File: src/rtl/ibex_fetch_responder.sv
// Instruction fetch unit: drives a pipelined req/gnt/rvalid bus and buffers returned words
// in a small FIFO towards decode, discarding responses made stale by a redirect.
module ibex_fetch_responder #(
  parameter int unsigned FIFO_DEPTH = 3,
  parameter int unsigned MAX_OUTST  = 2,
  parameter logic [31:0] BOOT_ADDR  = 32'h0000_0080
) (
  input  logic        clk_i,
  input  logic        rst_i,
  input  logic        req_i,
  input  logic        pc_set_i,
  input  logic [31:0] addr_i,
  input  logic        ready_i,
  output logic        valid_o,
  output logic [31:0] rdata_o,
  output logic [31:0] pc_o,
  output logic        err_o,
  output logic        is_compressed_o,
  output logic        busy_o,
  output logic        mem_req_o,
  output logic [31:0] mem_addr_o,
  input  logic        mem_gnt_i,
  input  logic        mem_rvalid_i,
  input  logic [31:0] mem_rdata_i,
  input  logic        mem_err_i
);

  localparam int unsigned PW = (FIFO_DEPTH > 1) ? $clog2(FIFO_DEPTH) : 1;
  localparam int unsigned CW = $clog2(FIFO_DEPTH + 1);
  localparam int unsigned OW = 2;

  typedef struct packed {
    logic        err;
    logic [31:0] pc;
    logic [31:0] data;
  } entry_t;

  typedef enum logic {IDLE, REQ} state_t;

  state_t      state;
  logic [31:0] fetch_addr;
  logic [31:0] resp_addr;
  logic [31:0] redir_addr;
  logic        redir_pend;
  entry_t      fifo_q [FIFO_DEPTH];
  logic [PW-1:0] rd_ptr, wr_ptr;
  logic [CW-1:0] count;
  logic [OW-1:0] outst, discard;

  logic          gnt, rv, drop, push, pop, hold_old, space_n;
  logic [OW-1:0] outst_n, discard_n;
  logic [CW-1:0] count_n;
  logic [31:0]   target;

  function automatic logic [PW-1:0] ptr_inc(input logic [PW-1:0] p);
    return (p == PW'(FIFO_DEPTH - 1)) ? '0 : p + PW'(1);
  endfunction

  // Per-cycle bookkeeping; a redirect overrides FIFO and discard updates.
  always_comb begin
    gnt      = (state == REQ) && mem_gnt_i;
    rv       = mem_rvalid_i && (outst != '0);
    drop     = rv && (discard != '0);
    push     = rv && !drop && !pc_set_i;
    pop      = (count != '0) && ready_i && !pc_set_i;
    hold_old = (state == REQ) && !mem_gnt_i;
    target   = {addr_i[31:2], 2'b00};

    outst_n = outst;
    if (gnt && !rv)      outst_n = outst + OW'(1);
    else if (!gnt && rv) outst_n = outst - OW'(1);

    count_n = count;
    if (pc_set_i)        count_n = '0;
    else if (push && !pop) count_n = count + CW'(1);
    else if (!push && pop) count_n = count - CW'(1);

    space_n = ((32'(count_n) + 32'(outst_n)) < FIFO_DEPTH) && (32'(outst_n) < MAX_OUTST);

    discard_n = discard;
    if (pc_set_i)  discard_n = outst_n + (hold_old ? OW'(1) : OW'(0));
    else if (drop) discard_n = discard - OW'(1);
  end

  always_ff @(posedge clk_i or posedge rst_i) begin
    if (rst_i) begin
      state      <= IDLE;
      fetch_addr <= BOOT_ADDR;
      resp_addr  <= BOOT_ADDR;
      redir_addr <= BOOT_ADDR;
      redir_pend <= 1'b0;
      rd_ptr     <= '0;
      wr_ptr     <= '0;
      count      <= '0;
      outst      <= '0;
      discard    <= '0;
      for (int i = 0; i < int'(FIFO_DEPTH); i++) begin
        fifo_q[i] <= '{err: 1'b0, pc: BOOT_ADDR, data: 32'h0};
      end
    end else begin
      outst   <= outst_n;
      discard <= discard_n;
      count   <= count_n;

      // Pending un-granted request is never retracted; stay until granted.
      if (hold_old) state <= REQ;
      else          state <= (req_i && space_n) ? REQ : IDLE;

      if (pc_set_i && hold_old) begin
        redir_addr <= target;
        redir_pend <= 1'b1;
      end else if (pc_set_i) begin
        fetch_addr <= target;
        redir_pend <= 1'b0;
      end else if (gnt) begin
        fetch_addr <= redir_pend ? redir_addr : fetch_addr + 32'd4;
        redir_pend <= 1'b0;
      end

      if (pc_set_i)  resp_addr <= target;
      else if (push) resp_addr <= resp_addr + 32'd4;

      if (pc_set_i) begin
        rd_ptr <= '0;
        wr_ptr <= '0;
      end else begin
        if (push) begin
          fifo_q[wr_ptr] <= '{err: mem_err_i, pc: resp_addr,
                              data: mem_err_i ? 32'h0 : mem_rdata_i};
          wr_ptr <= ptr_inc(wr_ptr);
        end
        if (pop) rd_ptr <= ptr_inc(rd_ptr);
      end
    end
  end

  assign mem_req_o       = (state == REQ);
  assign mem_addr_o      = fetch_addr;
  assign busy_o          = (outst != '0) || mem_req_o;
  assign valid_o         = (count != '0);
  assign rdata_o         = fifo_q[rd_ptr].data;
  assign pc_o            = fifo_q[rd_ptr].pc;
  assign err_o           = fifo_q[rd_ptr].err;
  assign is_compressed_o = (rdata_o[1:0] != 2'b11);

endmodule
File: config.mk
export PLATFORM = sky130hd
export DESIGN_NAME = ibex_fetch_responder
export DESIGN_NICKNAME = d
export VERILOG_FILES = /design/src/rtl/ibex_fetch_responder.sv
export SDC_FILE = /design/constraint.sdc
export NUM_CORES = 1
export LEC_CHECK = 0
export ABC_AREA = 0
export BUFFER_PORTS_ARGS = -buffer_cell sky130_fd_sc_hd__buf_2
export CAP_MARGIN = 20
export CORE_ASPECT_RATIO = 1.5
export CORE_MARGIN = 2
export CORE_UTILIZATION = 45
export DETAILED_ROUTE_END_ITERATION = 8
export GPL_TIMING_DRIVEN = 0
export SETUP_SLACK_MARGIN = 0.15
export SYNTH_ARGS = -nofsm -noshare
export SYNTH_HDL_FRONTEND = slang
export SYNTH_SLANG_ARGS = --single-unit
File: constraint.sdc
create_clock -name clk_i -period 23.8 [get_ports clk_i]
set_input_delay 4.76 -clock clk_i [delete_from_list [all_inputs] [get_ports clk_i]]
set_output_delay 4.76 -clock clk_i [all_outputs]
set_load 0.01 [all_outputs]
==> impl_results.md <==
- Result of the run: finished clean
- Cell-by-cell listing of the critical path: clkbuf_1 -> nor2b_1 -> clkbuf_1 -> clkbuf_1 -> nand2_1 -> o21ai_0 -> buf_2
- Crit path max fanout: 10
- Post-synthesis instance area: 14000 µm²
- Met1 track demand over resource: 29.3%
- Global routing usage on met2: 44.1%
- Largest net degree at the start of global routing: 132
- Grt peak-use layer: met2
- Via Count: 11000
- DRC: 0
- Vias in the first global route: 11000
- Root cell of the clock tree: sky130_fd_sc_hd__clkbuf_16
- Post-CTS setup buffer count: 0
- Overall die area: 32600 µm²
- PortBufs: 166
- Endpoint of the worst hold-timing path: fifo_q[76]
- Total Nets Final: 1647
- Per-cell via count in the routed design: 5.51
- Post-synth EDFFs: 0
- Count of cell instances traversed by the critical path: 7
- Maximum buffer depth of the clock tree: 3
- Share of synthesized area occupied by flip-flops and latches: 52.0%
- Wire length after detailed routing: 38.9 mm
- Detailed-routing iteration count for the pre-antenna-repair pass: 5
- Grt total ovfl: 0
- WHS Path Cells: 2
- Slew at the pin closest to its max-slew limit: 971 ps
- Share of flip-flops with an asynchronous set or reset after synthesis: 100%
- Cell count after synthesis: 1363
- Detail Placement HPWL: 28.1 mm
- First-pass GRT wire length: 61.8 mm
- TritonCTS Buffers: 29
- Launch instance of the worst register-to-register path: outst[0]
- Share of cells above drive strength 1: 24.3%
- Lkg Pwr: 7.23 nW
- Clock sink count: 291
- GRT Resource Usage Total: 24.1%
- Synthesized area per cell: 10.3 µm²
- Total negative slack for setup checks: 0 ps
- FMAX: 129 MHz
- Clock slew at the register clock pins of the worst setup and hold paths: 60 ps
- Maximum single-stage delay on the critical path: 480 ps
- Cell count of the worst reg-to-reg path: 12
- Slack of the worst reg-to-reg path: 20840 ps
- Average wire per standard cell: 19.5 µm
- Weighted congestion at the end of routability-driven global placement: 0.905
- Nature of the critical path startpoint: flip-flop
- Endpoint type of the worst setup path: output port
- Min-Delay Startpoint: fifo_q[76]
- Antenna violations before repair: 0
- Quantity of hold-fixing buffers added after cts: 0
- Number of violations of the max-capacitance limit: 0
- Core Footprint: 30800 µm²
- Required arrival time at the worst endpoint: 19040 ps
- Unique masters post-synth: 66
- Worst-skew pair later-pin latency: 560 ps
- Critical path class: flip-flop to output port
- Met3 routing resource usage after global routing: 2.86%
- Cell Rows: 79
- Remaining antenna violation count after routing: 0
- Synthesis-to-layout area growth: 17.3%
- Flop and latch count out of synthesis: 291
- Ant. Diodes: 0
- Category of cells accounting for the largest share of critical-path delay: buffers and inverters
- Chip Height: 220 µm
- Slew headroom: 34.7%
- Largest voltage drop on the vdd net: 77.6 µV
- Final number of max-transition violations: 0
- Layout Skew: 10.0 ps
- Total number of yosys warnings: 0
- Worst hold slack after final layout: 478 ps
- Horizontal die dimension: 148 µm
- Ys flop type: sky130_fd_sc_hd__dfrtp_1
- Critical R2R Capture: mem_req_o
- Final hold violation count: 0
- Fraction of the cycle the final worst path needs: 32.6%
- Cell repeated most along the worst path: sky130_fd_sc_hd__clkbuf_1
- Setup repair after global routing missed its margin: no
- Starting density of the core: 45.4%
- CTS tree: built
- Shortest period the worst path allows: 7750 ps
- Worst Path Arrival: 2990 ps
- DRC marker count from the first detailed-route iteration: 595
- I/O pin count: 173
- Total power divided by cell area: 108 nW/µm²
- Final Total Pwr: 0.00178 W
- Total number of H-tree levels: 1
- Post-cts repair resize count: 0
- Buffers & Inverters on Critical Path: 4
- Setup violation total in the final timing report: 0
- Kind of path behind the tightest hold check: flip-flop to flip-flop
- Critical Path Slowest Stage Cell: sky130_fd_sc_hd__clkbuf_1
[sequential cells by signal (all words and copies together), names as in the netlist]
register / flops
mem_addr_o: 30
discard: 2
fifo_q: 189
count: 2
redir_pend: 1
wr_ptr: 2
mem_req_o: 1
outst: 2
resp_addr: 30
redir_addr: 30
rd_ptr: 2
[routing by layer]
layer	up-vias	wire, µm
li1	5183	-
met1	5398	15600
met2	337	20100
met3	72	2010
met4	0	1160
met5	-	0
[worst reg2reg max path, stage by stage, from the launching register on]
cell and delay, ps:
sky130_fd_sc_hd__dfrtp_1 370, sky130_fd_sc_hd__inv_1 90, sky130_fd_sc_hd__ha_1 210, sky130_fd_sc_hd__nand3b_1 270
sky130_fd_sc_hd__buf_1 470, sky130_fd_sc_hd__nor2_1 90, sky130_fd_sc_hd__a21oi_1 140, sky130_fd_sc_hd__nor2_1 50
sky130_fd_sc_hd__a211oi_1 410, sky130_fd_sc_hd__fa_1 490, sky130_fd_sc_hd__nand2_1 70, sky130_fd_sc_hd__nand3b_1 80
sky130_fd_sc_hd__o21ai_0 140
[report_power, final]
part	switching (W)	leakage [nW]	total (W)	internal, W
Combinational	0.000313	2.98	0.000557	0.000244
Sequential	0.000109	3.75	0.000751	0.000642
Clock	0.000196	0.491	0.000473	0.000278
Total	0.000617	7.23	0.00178	0.00116
[worst max path at each step]
stage | startpoint | to | slack (ps)
3_3_place_gp | rst_i | redir_addr[6] | 7690
5_1_grt | rd_ptr[0] | pc_o[14] | 15830
4_1_cts | rd_ptr[0] | pc_o[19] | 15940
2_1_floorplan | rst_i | count[0] | 11020
6_report | rd_ptr[0] | pc_o[19] | 16050
3_5_place_dp | pc_set_i | mem_req_o | 15550
[cells in the mapped netlist (7+ instances only)]
master                     number  area [µm²]
sky130_fd_sc_hd__inv_1         14        52.6
sky130_fd_sc_hd__xor2_1        22         193
sky130_fd_sc_hd__nor4_1         9        56.3
sky130_fd_sc_hd__nand2_1      220         826
sky130_fd_sc_hd__o21ai_0      203        1020
sky130_fd_sc_hd__clkbuf_1      67         251
sky130_fd_sc_hd__a21oi_1       39         195
sky130_fd_sc_hd__nor3_1        17        85.1
sky130_fd_sc_hd__nor2_1        39         146
sky130_fd_sc_hd__o22ai_1        7        43.8
sky130_fd_sc_hd__a31oi_1        9        56.3
sky130_fd_sc_hd__nand2b_1      44         275
sky130_fd_sc_hd__buf_1         16        60.1
sky130_fd_sc_hd__nand3_1       22         110
sky130_fd_sc_hd__xnor2_1       22         193
sky130_fd_sc_hd__dfrtp_1      285        7130
sky130_fd_sc_hd__mux2i_1       70         701
sky130_fd_sc_hd__mux2_2       129        1450
sky130_fd_sc_hd__buf_2          7        35.0
sky130_fd_sc_hd__ha_1           7        87.6
sky130_fd_sc_hd__and3_1         8        50.1
sky130_fd_sc_hd__nand4_1       22         138
[final cells by class]
class	count	area (µm²)
Buffer	96	399
Clock buffer	42	885
Clock inverter	10	105
Fill cell	2898	14400
Inverter	15	63.8
Multi-Input combinational cell	964	6270
Sequential cell	291	7290
Tap cell	405	507
Timing Repair Buffer	170	901
[logic make-up after synthesis]
logic type / Yosys count / share of synthesized area [%]
xor+xnor: 44 / 2.75
buf+inv: 111 / 3.25
other cells: 1 / 0.0268
mux: 199 / 15.4
compound gates: 305 / 12.3
flops: 291 / 52.0
simple gates: 403 / 13.4
fa+ha+maj: 9 / 0.840
[layout by cell type, fill, tap and decap left out, types with 22 or more instances in the layout]
cell type                   Yosys  final
sky130_fd_sc_hd__a21oi_1       39     39
sky130_fd_sc_hd__nand2_1      220    220
sky130_fd_sc_hd__o21ai_0      203    203
sky130_fd_sc_hd__buf_2          7    173
sky130_fd_sc_hd__nor2_1        39     39
sky130_fd_sc_hd__clkbuf_16      0     29
sky130_fd_sc_hd__dfrtp_1      285    285
sky130_fd_sc_hd__xnor2_1       22     22
sky130_fd_sc_hd__xor2_1        22     22
sky130_fd_sc_hd__nand2b_1      44     44
sky130_fd_sc_hd__mux2_2       129    129
sky130_fd_sc_hd__clkbuf_1      67     69
sky130_fd_sc_hd__nand3_1       22     22
sky130_fd_sc_hd__mux2i_1       70     70
sky130_fd_sc_hd__nand4_1       22     22
[stage by stage]
stage	cells	utilization, %	cell area (µm²)	setup slack [ps]
after global routing	1993	53.2	16400	15830
after detailed placement	1939	50.0	15400	15550
after floorplan	1366	-	14000	11020
final	1993	53.2	16400	16050
after global placement	1937	49.8	15400	7690
after CTS	1991	53.2	16400	15940
No activity file was read; power rests on OpenSTA's default activity.
